$ cat src/rtl/apb3_initiator_bridge_pkg.sv
// Shared APB3 definitions: transfer FSM states, response status and the
// default bus widths used by the initiator bridge and the peripheral slaves.
package apb3_pkg;

    localparam int unsigned APB_ADDR_WIDTH = 16;
    localparam int unsigned APB_DATA_WIDTH = 32;

    typedef enum logic [1:0] {
        IDLE,
        SETUP,
        ACCESS,
        RESP
    } apb_state_e;

    typedef struct packed {
        logic err;
        logic timeout;
    } rsp_status_t;

endpackage

$ cat src/rtl/apb3_initiator_bridge_if.sv
// Bundle of the bridge's host command/response channels and APB3 bus.
//   cmd_*   : host command stream (valid/ready)
//   rsp_*   : response stream (valid/ready) with read data and status
//   P*      : APB3 requester signals
// master modport is the bridge's view; slave modport is the host/fabric view.
interface apb3_initiator_bridge_if
    import apb3_pkg::*;
#(
    parameter int unsigned ADDR_WIDTH = APB_ADDR_WIDTH,
    parameter int unsigned DATA_WIDTH = APB_DATA_WIDTH
);
    logic                  cmd_valid;
    logic                  cmd_ready;
    logic [ADDR_WIDTH-1:0] cmd_addr;
    logic                  cmd_write;
    logic [DATA_WIDTH-1:0] cmd_wdata;
    logic                  rsp_valid;
    logic                  rsp_ready;
    logic [DATA_WIDTH-1:0] rsp_rdata;
    logic                  rsp_err;
    logic                  rsp_timeout;
    logic                  PSEL;
    logic                  PENABLE;
    logic [ADDR_WIDTH-1:0] PADDR;
    logic                  PWRITE;
    logic [DATA_WIDTH-1:0] PWDATA;
    logic                  PREADY;
    logic [DATA_WIDTH-1:0] PRDATA;
    logic                  PSLVERR;

    modport master (
        input  cmd_valid, cmd_addr, cmd_write, cmd_wdata, rsp_ready,
        input  PREADY, PRDATA, PSLVERR,
        output cmd_ready, rsp_valid, rsp_rdata, rsp_err, rsp_timeout,
        output PSEL, PENABLE, PADDR, PWRITE, PWDATA
    );

    modport slave (
        output cmd_valid, cmd_addr, cmd_write, cmd_wdata, rsp_ready,
        output PREADY, PRDATA, PSLVERR,
        input  cmd_ready, rsp_valid, rsp_rdata, rsp_err, rsp_timeout,
        input  PSEL, PENABLE, PADDR, PWRITE, PWDATA
    );

endinterface

$ cat src/rtl/apb3_initiator_bridge_timeout_counter.sv
// ACCESS-phase wait counter.
//   clk, resetn : clock, asynchronous active-low reset
//   clear       : return count to 0
//   enable      : count one more wait cycle (saturating)
//   last        : high when one more enabled cycle reaches TIMEOUT_CYCLES;
//                 never high when TIMEOUT_CYCLES is 0 (timeout disabled)
module apb3_timeout_counter #(
    parameter int unsigned TIMEOUT_CYCLES = 255
) (
    input  logic clk,
    input  logic resetn,
    input  logic clear,
    input  logic enable,
    output logic last
);
    localparam int unsigned CNT_W =
        (TIMEOUT_CYCLES == 0) ? 1 : $clog2(TIMEOUT_CYCLES + 1);
    localparam bit TMO_EN = (TIMEOUT_CYCLES != 0);
    localparam logic [CNT_W-1:0] LAST_VAL =
        TMO_EN ? CNT_W'(TIMEOUT_CYCLES - 1) : '0;
    localparam logic [CNT_W-1:0] SAT_VAL =
        TMO_EN ? CNT_W'(TIMEOUT_CYCLES) : '1;

    logic [CNT_W-1:0] cnt_q, cnt_d;

    always_comb begin
        cnt_d = cnt_q;
        if (clear) begin
            cnt_d = '0;
        end else if (enable && (cnt_q != SAT_VAL)) begin
            cnt_d = cnt_q + CNT_W'(1);
        end
    end

    always_ff @(posedge clk or negedge resetn) begin
        if (!resetn) begin
            cnt_q <= '0;
        end else begin
            cnt_q <= cnt_d;
        end
    end

    // Decoded one cycle early so the FSM can leave ACCESS on the cycle the
    // count reaches the limit, letting a same-cycle PREADY take priority.
    assign last = TMO_EN && (cnt_q == LAST_VAL);

endmodule

$ cat src/rtl/apb3_initiator_bridge.sv
// Single-outstanding APB3 initiator. Accepts one command on the cmd channel,
// runs an APB3 SETUP/ACCESS transfer, and returns read data plus error and
// timeout status on the rsp channel. All outputs are registered.
//   clk, resetn : clock, asynchronous active-low reset
//   bus         : command, response and APB3 signals (master modport)
module apb3_initiator_bridge
    import apb3_pkg::*;
#(
    parameter int unsigned ADDR_WIDTH     = APB_ADDR_WIDTH,
    parameter int unsigned DATA_WIDTH     = APB_DATA_WIDTH,
    parameter int unsigned TIMEOUT_CYCLES = 255
) (
    input  logic                    clk,
    input  logic                    resetn,
    apb3_initiator_bridge_if.master bus
);
    apb_state_e            state_q, state_d;
    logic                  cmd_ready_q, cmd_ready_d;
    logic                  psel_q, psel_d;
    logic                  penable_q, penable_d;
    logic [ADDR_WIDTH-1:0] paddr_q, paddr_d;
    logic                  pwrite_q, pwrite_d;
    logic [DATA_WIDTH-1:0] pwdata_q, pwdata_d;
    logic                  rsp_valid_q, rsp_valid_d;
    logic [DATA_WIDTH-1:0] rsp_rdata_q, rsp_rdata_d;
    rsp_status_t           status_q, status_d;

    logic tmo_clear;
    logic tmo_en;
    logic tmo_last;

    apb3_timeout_counter #(
        .TIMEOUT_CYCLES (TIMEOUT_CYCLES)
    ) u_tmo (
        .clk    (clk),
        .resetn (resetn),
        .clear  (tmo_clear),
        .enable (tmo_en),
        .last   (tmo_last)
    );

    always_comb begin
        state_d     = state_q;
        paddr_d     = paddr_q;
        pwrite_d    = pwrite_q;
        pwdata_d    = pwdata_q;
        rsp_rdata_d = rsp_rdata_q;
        status_d    = status_q;
        tmo_clear   = 1'b0;
        tmo_en      = 1'b0;

        case (state_q)
            IDLE: begin
                if (cmd_ready_q && bus.cmd_valid) begin
                    paddr_d  = bus.cmd_addr;
                    pwrite_d = bus.cmd_write;
                    pwdata_d = bus.cmd_wdata;
                    state_d  = SETUP;
                end
            end
            SETUP: begin
                tmo_clear = 1'b1;
                state_d   = ACCESS;
            end
            ACCESS: begin
                if (bus.PREADY) begin
                    rsp_rdata_d = pwrite_q ? '0 : bus.PRDATA;
                    status_d    = '{err: bus.PSLVERR, timeout: 1'b0};
                    state_d     = RESP;
                end else begin
                    tmo_en = 1'b1;
                    if (tmo_last) begin
                        rsp_rdata_d = '0;
                        status_d    = '{err: 1'b1, timeout: 1'b1};
                        state_d     = RESP;
                    end
                end
            end
            RESP: begin
                if (bus.rsp_ready) begin
                    state_d = IDLE;
                end
            end
            default: state_d = IDLE;
        endcase

        // Outputs are decoded from the next state so they appear as flops.
        cmd_ready_d = (state_d == IDLE);
        psel_d      = (state_d == SETUP) || (state_d == ACCESS);
        penable_d   = (state_d == ACCESS);
        rsp_valid_d = (state_d == RESP);
    end

    always_ff @(posedge clk or negedge resetn) begin
        if (!resetn) begin
            state_q     <= IDLE;
            cmd_ready_q <= 1'b0;
            psel_q      <= 1'b0;
            penable_q   <= 1'b0;
            paddr_q     <= '0;
            pwrite_q    <= 1'b0;
            pwdata_q    <= '0;
            rsp_valid_q <= 1'b0;
            rsp_rdata_q <= '0;
            status_q    <= '0;
        end else begin
            state_q     <= state_d;
            cmd_ready_q <= cmd_ready_d;
            psel_q      <= psel_d;
            penable_q   <= penable_d;
            paddr_q     <= paddr_d;
            pwrite_q    <= pwrite_d;
            pwdata_q    <= pwdata_d;
            rsp_valid_q <= rsp_valid_d;
            rsp_rdata_q <= rsp_rdata_d;
            status_q    <= status_d;
        end
    end

    assign bus.cmd_ready   = cmd_ready_q;
    assign bus.PSEL        = psel_q;
    assign bus.PENABLE     = penable_q;
    assign bus.PADDR       = paddr_q;
    assign bus.PWRITE      = pwrite_q;
    assign bus.PWDATA      = pwdata_q;
    assign bus.rsp_valid   = rsp_valid_q;
    assign bus.rsp_rdata   = rsp_rdata_q;
    assign bus.rsp_err     = status_q.err;
    assign bus.rsp_timeout = status_q.timeout;

endmodule
$ cat src/flat_wrapper.sv
// flat-port wrapper written by rule: the top's interface ports become plain ports
module apb3_initiator_bridge_flat import apb3_pkg::*;
#(
    parameter int unsigned ADDR_WIDTH     = APB_ADDR_WIDTH,
    parameter int unsigned DATA_WIDTH     = APB_DATA_WIDTH,
    parameter int unsigned TIMEOUT_CYCLES = 255
)
  (clk, resetn, bus_cmd_valid, bus_cmd_addr, bus_cmd_write, bus_cmd_wdata, bus_rsp_ready, bus_PREADY, bus_PRDATA, bus_PSLVERR, bus_cmd_ready, bus_rsp_valid, bus_rsp_rdata, bus_rsp_err, bus_rsp_timeout, bus_PSEL, bus_PENABLE, bus_PADDR, bus_PWRITE, bus_PWDATA);
  apb3_initiator_bridge_if #(.ADDR_WIDTH(ADDR_WIDTH), .DATA_WIDTH(DATA_WIDTH)) bus_i ();
  input  logic clk;
  input  logic resetn;
  input wire logic [$bits(bus_i.cmd_valid)-1:0] bus_cmd_valid;
  input wire logic [$bits(bus_i.cmd_addr)-1:0] bus_cmd_addr;
  input wire logic [$bits(bus_i.cmd_write)-1:0] bus_cmd_write;
  input wire logic [$bits(bus_i.cmd_wdata)-1:0] bus_cmd_wdata;
  input wire logic [$bits(bus_i.rsp_ready)-1:0] bus_rsp_ready;
  input wire logic [$bits(bus_i.PREADY)-1:0] bus_PREADY;
  input wire logic [$bits(bus_i.PRDATA)-1:0] bus_PRDATA;
  input wire logic [$bits(bus_i.PSLVERR)-1:0] bus_PSLVERR;
  output wire logic [$bits(bus_i.cmd_ready)-1:0] bus_cmd_ready;
  output wire logic [$bits(bus_i.rsp_valid)-1:0] bus_rsp_valid;
  output wire logic [$bits(bus_i.rsp_rdata)-1:0] bus_rsp_rdata;
  output wire logic [$bits(bus_i.rsp_err)-1:0] bus_rsp_err;
  output wire logic [$bits(bus_i.rsp_timeout)-1:0] bus_rsp_timeout;
  output wire logic [$bits(bus_i.PSEL)-1:0] bus_PSEL;
  output wire logic [$bits(bus_i.PENABLE)-1:0] bus_PENABLE;
  output wire logic [$bits(bus_i.PADDR)-1:0] bus_PADDR;
  output wire logic [$bits(bus_i.PWRITE)-1:0] bus_PWRITE;
  output wire logic [$bits(bus_i.PWDATA)-1:0] bus_PWDATA;
  assign bus_i.cmd_valid = bus_cmd_valid;
  assign bus_i.cmd_addr = bus_cmd_addr;
  assign bus_i.cmd_write = bus_cmd_write;
  assign bus_i.cmd_wdata = bus_cmd_wdata;
  assign bus_i.rsp_ready = bus_rsp_ready;
  assign bus_i.PREADY = bus_PREADY;
  assign bus_i.PRDATA = bus_PRDATA;
  assign bus_i.PSLVERR = bus_PSLVERR;
  assign bus_cmd_ready = bus_i.cmd_ready;
  assign bus_rsp_valid = bus_i.rsp_valid;
  assign bus_rsp_rdata = bus_i.rsp_rdata;
  assign bus_rsp_err = bus_i.rsp_err;
  assign bus_rsp_timeout = bus_i.rsp_timeout;
  assign bus_PSEL = bus_i.PSEL;
  assign bus_PENABLE = bus_i.PENABLE;
  assign bus_PADDR = bus_i.PADDR;
  assign bus_PWRITE = bus_i.PWRITE;
  assign bus_PWDATA = bus_i.PWDATA;
  apb3_initiator_bridge #(.ADDR_WIDTH(ADDR_WIDTH), .DATA_WIDTH(DATA_WIDTH), .TIMEOUT_CYCLES(TIMEOUT_CYCLES)) u_core (.clk(clk), .resetn(resetn), .bus(bus_i));
endmodule
$ cat config.mk
export PLATFORM = sky130hd
export DESIGN_NAME = apb3_initiator_bridge_flat
export DESIGN_NICKNAME = d
export VERILOG_FILES = /design/src/rtl/apb3_initiator_bridge_pkg.sv /design/src/rtl/apb3_initiator_bridge_if.sv /design/src/rtl/apb3_initiator_bridge_timeout_counter.sv /design/src/rtl/apb3_initiator_bridge.sv /design/src/flat_wrapper.sv
export SDC_FILE = /design/constraint.sdc
export NUM_CORES = 1
export LEC_CHECK = 0
export CELL_PAD_IN_SITES_DETAIL_PLACEMENT = 0
export CELL_PAD_IN_SITES_GLOBAL_PLACEMENT = 1
export CORE_MARGIN = 4
export CORE_UTILIZATION = 33
export DETAILED_ROUTE_END_ITERATION = 8
export GPL_TIMING_DRIVEN = 0
export MAX_ROUTING_LAYER = met4
export PLACE_DENSITY = 0.93
export SETUP_SLACK_MARGIN = 0.2
export SYNTH_ARGS = -nofsm -noshare
export SYNTH_HDL_FRONTEND = slang
export SYNTH_HIERARCHICAL = 1
export SYNTH_SLANG_ARGS = --single-unit
export TNS_END_PERCENT = 20
$ cat constraint.sdc
create_clock -name clk -period 2.56 [get_ports clk]
set_input_delay 0.512 -clock clk [delete_from_list [all_inputs] [get_ports clk]]
set_output_delay 0.512 -clock clk [all_outputs]
set_load 0.01 [all_outputs]
==> run_summary.xml, run 1 <==
<?xml version="1.0" encoding="UTF-8"?>
<metrics>
  <group name="sta">
    <metric name="fin_worst_skew" unit="ns">0.00841</metric>
    <metric name="tightestPinTransition" unit="ns">0.700</metric>
    <metric name="unrepaired_setup_endpoints_after_global_routing" unit="">false</metric>
    <metric name="max_freq" unit="GHz">0.477</metric>
    <metric name="report.final.slew_viol_count" unit="">0</metric>
    <metric name="timing.final.crit_period" unit="ns">2.10</metric>
    <metric name="min_period_over_period" unit="">0.819</metric>
    <metric name="maxSlewHeadroom" unit="">0.533</metric>
    <metric name="setup_viol" unit="">0</metric>
    <metric name="post-route-worst-setup-slack" unit="ns">0.462</metric>
    <metric name="final_hold_viol_count" unit="">0</metric>
    <metric name="fin_hold_ws" unit="ns">0.213</metric>
  </group>
  <group name="drt">
    <metric name="drtIter0Drc" unit="">140</metric>
    <metric name="final_antenna_net_count" unit="">0</metric>
    <metric name="drt_wl_total" unit="um">10200</metric>
    <metric name="drt-wirelength-per-cell" unit="um">14.9</metric>
    <metric name="detail_route.first_pass.iterations" unit="">4</metric>
    <metric name="drc" unit="">0</metric>
    <metric name="vias" unit="">3035</metric>
    <metric name="drt-vias-per-instance" unit="">4.46</metric>
  </group>
  <group name="flow_run">
    <metric name="drv_cap" unit="">0</metric>
  </group>
  <group name="power">
    <metric name="power_density" unit="nW/um^2">1090</metric>
    <metric name="leakagePower" unit="uW">0.00281</metric>
    <metric name="worst_vdd_drop" unit="mV">0.382</metric>
  </group>
  <group name="clock_network">
    <metric name="h-tree-depth" unit="">3</metric>
    <metric name="post_cts_resize_count" unit="">0</metric>
    <metric name="clk_transition_reported_paths" unit="ns">0.07</metric>
    <metric name="clock_path_buffers" unit="">2</metric>
    <metric name="cts_hold_repair.buffers" unit="">0</metric>
    <metric name="clkSinkCount" unit="">97</metric>
    <metric name="clk_latency" unit="ns">0.34</metric>
    <metric name="cts_tree" unit="">built</metric>
    <metric name="tritoncts_buffer_count" unit="">9</metric>
    <metric name="cts_root_buf" unit="">sky130_fd_sc_hd__clkbuf_16</metric>
    <metric name="postCtsSetupBuffers" unit="">0</metric>
  </group>
  <group name="die">
    <metric name="rows" unit="">40</metric>
    <metric name="chip_height" unit="um">119</metric>
    <metric name="core" unit="um^2">12100</metric>
    <metric name="io_pins" unit="">174</metric>
    <metric name="floorplan.die_area" unit="um^2">14200</metric>
    <metric name="floorplan.initialDensity" unit="">0.339</metric>
    <metric name="fp.dieW" unit="um">119</metric>
  </group>
  <group name="finish">
    <metric name="post_route_cells_drive_above_1_share" unit="">0.0703</metric>
    <metric name="postLayoutCoreUtil" unit="">0.525</metric>
    <metric name="antenna-diode-count" unit="">0</metric>
    <metric name="signed_area_change_from_the_synthesized_netlist_to_the_final_layout" unit="%">54.8</metric>
    <metric name="fillerInstances" unit="">1040</metric>
    <metric name="fin_cells" unit="">680</metric>
    <metric name="nNetsFinal" unit="">601</metric>
  </group>
  <group name="synthesis">
    <metric name="synthDominantAreaCellType" unit="">sky130_fd_sc_hd__dfrtp_1</metric>
    <metric name="synth_ff_type" unit="">sky130_fd_sc_hd__dfrtp_1</metric>
    <metric name="synth_common_cells" unit="">sky130_fd_sc_hd__dfrtp_1, sky130_fd_sc_hd__mux2_1, sky130_fd_sc_hd__inv_1</metric>
    <metric name="syn_nets" unit="">416</metric>
    <metric name="ys_async_sr_fraction" unit="">1.00</metric>
    <metric name="ys_top_cells_by_area" unit="">sky130_fd_sc_hd__dfrtp_1, sky130_fd_sc_hd__mux2_1, sky130_fd_sc_hd__mux2i_1</metric>
    <metric name="post_synth_num_cell_types" unit="">32</metric>
    <metric name="synth_area_per_cell" unit="um^2">12.6</metric>
    <metric name="synth_most_common_cell" unit="">sky130_fd_sc_hd__dfrtp_1</metric>
    <metric name="yosys.area.top_type_share" unit="">0.593</metric>
    <metric name="synth-warning-count" unit="">6</metric>
    <metric name="synth_enable_flop_cells" unit="">0</metric>
    <metric name="syn_inst" unit="">324</metric>
    <metric name="yosys_register_bits" unit="">97</metric>
    <metric name="mappedNetlistArea" unit="um^2">4090</metric>
    <metric name="synth_sequential_area_ratio" unit="">0.593</metric>
  </group>
  <group name="worst_setup_path">
    <metric name="critical_path_peak_fanout" unit="">9</metric>
    <metric name="setup.worst_path.end_class" unit="">register</metric>
    <metric name="timing.rr.start" unit="">u_core/u_tmo/cnt_q[2]</metric>
    <metric name="worstReg2RegEnd" unit="">u_core/bus.PSEL</metric>
    <metric name="cp-start-kind" unit="">register</metric>
    <metric name="worst_ep_required_time" unit="ns">2.79</metric>
    <metric name="rrSetupSlack" unit="ns">0.46</metric>
    <metric name="worst_endpoint_data_arrival_time" unit="ns">2.33</metric>
    <metric name="worst_r2r_path_depth" unit="">7</metric>
    <metric name="critical_path_class" unit="">reg -&gt; reg</metric>
  </group>
  <group name="placed_design">
    <metric name="post-place-ws" unit="ns">0.350</metric>
    <metric name="placement.io_buffers" unit="">173</metric>
    <metric name="hpwl" unit="um">7660</metric>
    <metric name="number_of_instances_in_the_placed_design" unit="">666</metric>
    <metric name="finalWeightedCongestion" unit="">0.763</metric>
  </group>
  <group name="grt">
    <metric name="wire_length_of_the_first_global_routing_pass" unit="um">16400</metric>
    <metric name="grt-ovfl-total" unit="">0</metric>
    <metric name="grt_usage" unit="">0.149</metric>
    <metric name="antenna_found_initial" unit="">0</metric>
    <metric name="grt_pass1_vias" unit="">3227</metric>
    <metric name="pin_count_of_the_biggest_net_entering_global_routing" unit="">55</metric>
  </group>
  <group name="run_status">
    <metric name="status" unit="">complete, no violations</metric>
  </group>
  <group name="worst_hold_path">
    <metric name="hold_path.class" unit="">in -&gt; async</metric>
  </group>
</metrics>
==> metal layers <==
layer,part of all wire,up-vias,global-route usage
li1,-,1443,-
met1,0.44,1454,0.184
met2,0.47,125,0.228
met3,0.078,13,0.0465
met4,0.021,0,0.0601
met5,0,-,-
==> sequential cells by signal (all words and copies together) (netlist names) <==
register,flops
u_core/bus.PADDR,16
u_core/bus.PENABLE,1
u_core/bus.PSEL,1
u_core/bus.PWDATA,32
u_core/bus.PWRITE,1
u_core/bus.cmd_ready,1
u_core/bus.rsp_err,1
u_core/bus.rsp_rdata,32
u_core/bus.rsp_timeout,1
u_core/bus.rsp_valid,1
u_core/state_q,2
u_core/u_tmo/cnt_q,8
==> worst max-delay path, cell delays in order (launching register included) <==
cell,delay [ns]
sky130_fd_sc_hd__dfrtp_1,0.45
sky130_fd_sc_hd__and3_1,0.20
sky130_fd_sc_hd__buf_4,0.15
sky130_fd_sc_hd__and3_1,0.18
sky130_fd_sc_hd__o21a_1,0.16
sky130_fd_sc_hd__buf_4,0.18
sky130_fd_sc_hd__or3_1,0.36
sky130_fd_sc_hd__ha_1,0.30
==> through the flow <==
step | setup TNS (ns) | power, uW | instance area, um^2
CTS | 0 | 7010 | 6330
global placement | -251.65 | 5560 | 6030
global route | 0 | 7350 | 6330
detailed placement | 0 | 5650 | 6050
finish | 0 | 6900 | 6330
floorplan | 0 | 3850 | 4090
==> worst max path at each step <==
stage	start	to	slack (ns)	depth (start not counted)
final	u_core/u_tmo/cnt_q[2]	u_core/bus.PSEL	0.46	7
after global routing	u_core/u_tmo/cnt_q[2]	u_core/bus.PENABLE	0.37	8
after CTS	u_core/u_tmo/cnt_q[2]	u_core/bus.cmd_ready	0.47	8
after detailed placement	bus_PREADY	u_core/bus.rsp_rdata[14]	0.35	6
after global placement	resetn	u_core/bus.rsp_rdata[19]	-2.60	1
after floorplan	u_core/u_tmo/cnt_q[2]	u_core/bus.PSEL	0.60	7
==> kinds of logic after synthesis <==
kind of cell / count (synthesis) / synth area share
muxes: 83 / 0.220
and+or+nand+nor: 68 / 0.0798
buffers and inverters: 55 / 0.0654
adders and majority gates: 5 / 0.0153
DFF: 97 / 0.593
AOI/OAI and AO/OA: 16 / 0.0269
==> placed cells by master, fill, tap and decap left out, types with 2 or more instances in the layout <==
cell                              instances
sky130_fd_sc_hd__o21a_1                   2
sky130_fd_sc_hd__nand2_1                 34
sky130_fd_sc_hd__nand3_1                  4
sky130_fd_sc_hd__and3_1                   6
sky130_fd_sc_hd__dfrtp_1                 97
sky130_fd_sc_hd__clkdlybuf4s50_1        172
sky130_fd_sc_hd__clkinv_2                 2
sky130_fd_sc_hd__a21oi_1                  7
sky130_fd_sc_hd__buf_2                    4
sky130_fd_sc_hd__a211oi_1                 2
sky130_fd_sc_hd__inv_1                   37
sky130_fd_sc_hd__buf_6                    5
sky130_fd_sc_hd__ha_1                     5
sky130_fd_sc_hd__clkbuf_1                 4
sky130_fd_sc_hd__mux2_1                  48
sky130_fd_sc_hd__nor2b_1                  4
sky130_fd_sc_hd__or3_1                    2
sky130_fd_sc_hd__clkbuf_16                9
sky130_fd_sc_hd__mux2i_1                 32
sky130_fd_sc_hd__nor3_1                   5
sky130_fd_sc_hd__nand4_1                  2
sky130_fd_sc_hd__buf_4                    6
sky130_fd_sc_hd__nor2_1                   6
sky130_fd_sc_hd__mux2_2                   2
==> where the power goes <==
group          internal, uW  switching, uW  total, uW
Sequential             2230            380       2610
Clock                   748            565       1310
Combinational          1750           1230       2980
Total                  4730           2170       6900
==> final cells by class <==
class                           count  area (um^2)  area share
Clock inverter                      5         57.6     0.00909
Buffer                             18          129      0.0203
Timing Repair Buffer              174         1750       0.276
Tap cell                          168          210      0.0332
Inverter                           37          139      0.0219
Clock buffer                        9          225      0.0356
Sequential cell                    97         2430       0.383
Multi-Input combinational cell    172         1400       0.221
Note: power is estimated with default switching activity, not from simulation.
==> run 2, diff against run 1 <==
Settings changed: CORE_UTILIZATION 33 to 29, PLACE_DENSITY 0.93 to 0.87.
Clock period 2.56 ns to 1.8 ns, I/O delays scaled along.
==> run 2 against run 1 <==
Net effect: the flow now finishes with violations (negative setup slack); clock power grew 51%; hold slack gained 0.27 ns; critical endpoint unchanged; non-clock buffer count grew 20; critical path depth is the same; wire length grew 6.6%; highest routed layer unchanged; utilization shrank 4.0 points; global-route usage shrank 1.0 points; critical path type unchanged; total power grew 42%.
==> run_summary.xml, run 2 (synthesis gave the netlist of run 1 again) <==
<?xml version="1.0" encoding="UTF-8"?>
<metrics>
  <group name="run_status">
    <metric name="status" unit="">finished with violations</metric>
    <metric name="violations_in_the_final_reports" unit="">negative setup slack</metric>
  </group>
  <group name="drt">
    <metric name="drt_wl_total" unit="um">10800</metric>
    <metric name="drt-wirelength-per-cell" unit="um">15.2</metric>
    <metric name="vias" unit="">3127</metric>
    <metric name="drtIter0Drc" unit="">93</metric>
    <metric name="drt-vias-per-instance" unit="">4.38</metric>
    <metric name="detail_route.first_pass.iterations" unit="">4</metric>
    <metric name="final_antenna_net_count" unit="">0</metric>
    <metric name="drc" unit="">0</metric>
  </group>
  <group name="grt">
    <metric name="grt_usage" unit="">0.139</metric>
    <metric name="grt-ovfl-total" unit="">0</metric>
    <metric name="pin_count_of_the_biggest_net_entering_global_routing" unit="">67</metric>
    <metric name="grt_pass1_vias" unit="">3434</metric>
    <metric name="antenna_found_initial" unit="">0</metric>
    <metric name="wire_length_of_the_first_global_routing_pass" unit="um">17400</metric>
  </group>
  <group name="sta">
    <metric name="post-route-worst-setup-slack" unit="ns">-0.00438</metric>
    <metric name="timing.final.crit_period" unit="ns">1.80</metric>
    <metric name="min_period_over_period" unit="">1.00</metric>
    <metric name="unrepaired_setup_endpoints_after_global_routing" unit="">true</metric>
    <metric name="final_hold_viol_count" unit="">0</metric>
    <metric name="fin_worst_skew" unit="ns">0.00814</metric>
    <metric name="setup_viol" unit="">1</metric>
    <metric name="report.final.slew_viol_count" unit="">0</metric>
    <metric name="tightestPinTransition" unit="ns">0.506</metric>
    <metric name="max_freq" unit="GHz">0.554</metric>
    <metric name="maxSlewHeadroom" unit="">0.663</metric>
  </group>
  <group name="die">
    <metric name="floorplan.die_area" unit="um^2">16100</metric>
    <metric name="io_pins" unit="">174</metric>
    <metric name="rows" unit="">43</metric>
    <metric name="core" unit="um^2">13800</metric>
    <metric name="fp.dieW" unit="um">127</metric>
    <metric name="chip_height" unit="um">127</metric>
    <metric name="floorplan.initialDensity" unit="">0.296</metric>
  </group>
  <group name="placed_design">
    <metric name="placed_area" unit="um^2">6090</metric>
    <metric name="placement.io_buffers" unit="">173</metric>
    <metric name="hpwl" unit="um">7840</metric>
    <metric name="finalWeightedCongestion" unit="">0.837</metric>
  </group>
  <group name="finish">
    <metric name="most_common_cell_after_layout_fill_and_taps_aside" unit="">sky130_fd_sc_hd__dfrtp_1</metric>
    <metric name="multi_input_comb_area" unit="um^2">1480</metric>
    <metric name="post_route_cells_drive_above_1_share" unit="">0.139</metric>
    <metric name="fillerInstances" unit="">1253</metric>
    <metric name="signed_area_change_from_the_synthesized_netlist_to_the_final_layout" unit="%">63.9</metric>
    <metric name="nNetsFinal" unit="">621</metric>
    <metric name="antenna-diode-count" unit="">0</metric>
    <metric name="ff_latch_area" unit="um^2">2430</metric>
    <metric name="final_cell_area" unit="um^2">6710</metric>
    <metric name="final_cell_mix" unit="">sky130_fd_sc_hd__dfrtp_1, sky130_fd_sc_hd__clkdlybuf4s50_1, sky130_fd_sc_hd__dlygate4sd2_1, sky130_fd_sc_hd__mux2_1, sky130_fd_sc_hd__inv_1</metric>
  </group>
  <group name="worst_setup_path">
    <metric name="worstPathCellList" unit="">and3_4, buf_6, and3_4, o21a_1, buf_6, or3_4, ha_4</metric>
    <metric name="slowest_delay" unit="ns">0.40</metric>
    <metric name="slowest_stage" unit="">sky130_fd_sc_hd__dfrtp_2</metric>
    <metric name="critical_path_class" unit="">reg -&gt; reg</metric>
    <metric name="timing.critical_path.max_delay_family" unit="">simple AND/OR/NAND/NOR gates</metric>
    <metric name="worst-path-buf-inv" unit="">2</metric>
    <metric name="cp-start-kind" unit="">register</metric>
    <metric name="worst_ep_required_time" unit="ns">2.08</metric>
    <metric name="critical_path_peak_fanout" unit="">3</metric>
    <metric name="worst-path-stages" unit="">7</metric>
    <metric name="worst_endpoint_data_arrival_time" unit="ns">2.08</metric>
    <metric name="setup.worst_path.end_class" unit="">register</metric>
    <metric name="worst_r2r_path_depth" unit="">7</metric>
    <metric name="rrSetupSlack" unit="ns">-0.004</metric>
  </group>
  <group name="power">
    <metric name="power_frac_clock" unit="">0.202</metric>
    <metric name="worst_vdd_drop" unit="mV">0.640</metric>
    <metric name="power_density" unit="nW/um^2">1470</metric>
    <metric name="leakagePower" unit="uW">0.00347</metric>
    <metric name="relative_contribution_of_sequential_cells_to_total_power" unit="">0.372</metric>
    <metric name="pwr-share-comb" unit="">0.426</metric>
    <metric name="fin_total_pwr" unit="uW">9830</metric>
    <metric name="internal_portion_of_total_power" unit="uW">6620</metric>
    <metric name="power_switching_share" unit="">0.326</metric>
    <metric name="netSwitchingPower" unit="uW">3210</metric>
  </group>
  <group name="worst_hold_path">
    <metric name="hold_path.class" unit="">reg -&gt; reg</metric>
    <metric name="min_delay_path_depth" unit="">1</metric>
  </group>
  <group name="flow_run">
    <metric name="drv_cap" unit="">0</metric>
  </group>
  <group name="clock_network">
    <metric name="clk_transition_reported_paths" unit="ns">0.06</metric>
    <metric name="tritoncts_buffer_count" unit="">9</metric>
    <metric name="cts_root_buf" unit="">sky130_fd_sc_hd__clkbuf_16</metric>
    <metric name="h-tree-depth" unit="">3</metric>
    <metric name="cts_tree" unit="">built</metric>
    <metric name="clock_path_buffers" unit="">2</metric>
    <metric name="clk_latency" unit="ns">0.34</metric>
    <metric name="clkSinkCount" unit="">97</metric>
  </group>
</metrics>
==> run 2: path summary, 6_finish.rpt <==
path                                  startpoint                    end
hold / removal               u_core/bus.PADDR[1]    u_core/bus.PADDR[1]
setup reg to reg           u_core/u_tmo/cnt_q[2]        u_core/bus.PSEL
max in group asynchronous                 resetn  u_core/u_tmo/cnt_q[2]
setup / recovery           u_core/u_tmo/cnt_q[2]        u_core/bus.PSEL
hold reg to reg              u_core/bus.PADDR[1]    u_core/bus.PADDR[1]
min in group asynchronous                 resetn   u_core/bus.PWDATA[0]
==> run 2: final cells by class <==
cell class,count,area share
plain buffers,18,0.0274
clock buffers,11,0.0377
clock inverters,5,0.00933
inverters,37,0.0207
multi-input cells,172,0.221
flip-flops and latches,97,0.362
well taps,180,0.0336
repair buffers,194,0.288
==> run 2: layer usage <==
metal  track usage  part of all wire
met5             -                 0
met4        0.0467             0.013
met3        0.0429             0.085
met2         0.218              0.46
met1         0.171              0.44
==> run 2: timing repair <==
action / 4_1_cts / 5_1_grt
hold endpoints to repair: 31 / 0
resized for setup: 89 / 35
pin swaps: 6 / 5
endpoints found under the setup margin: 146 / 118
setup buffers: 16 / 3
hold buffers: 1 / 0
==> run 2: power groups by stage <==
stage               logic (uW)  registers, uW  clock network, uW
floorplan                 1340           4150                  0
global placement          4220           3700                  0
detailed placement        4320           3750                  0
CTS                       4260           3690               2060
global route              4560           3810               2150
finish                    4190           3660               1980
==> run 2: stage by stage <==
stage | setup TNS, ns | worst slack (ns) | hold WS (ns) | std cells | util
after floorplan | -0.145 | -0.0661 | 0.0644 | 324 | -
after global placement | -316.22 | -3.23 | 0.467 | 677 | 0.439
after detailed placement | -6.94 | -0.268 | 0.335 | 678 | 0.440
after CTS | -0.00153 | -0.00153 | 0.488 | 711 | 0.477
after global routing | -0.195 | -0.0479 | 0.506 | 714 | 0.485
final | -0.00438 | -0.00438 | 0.478 | 714 | 0.485
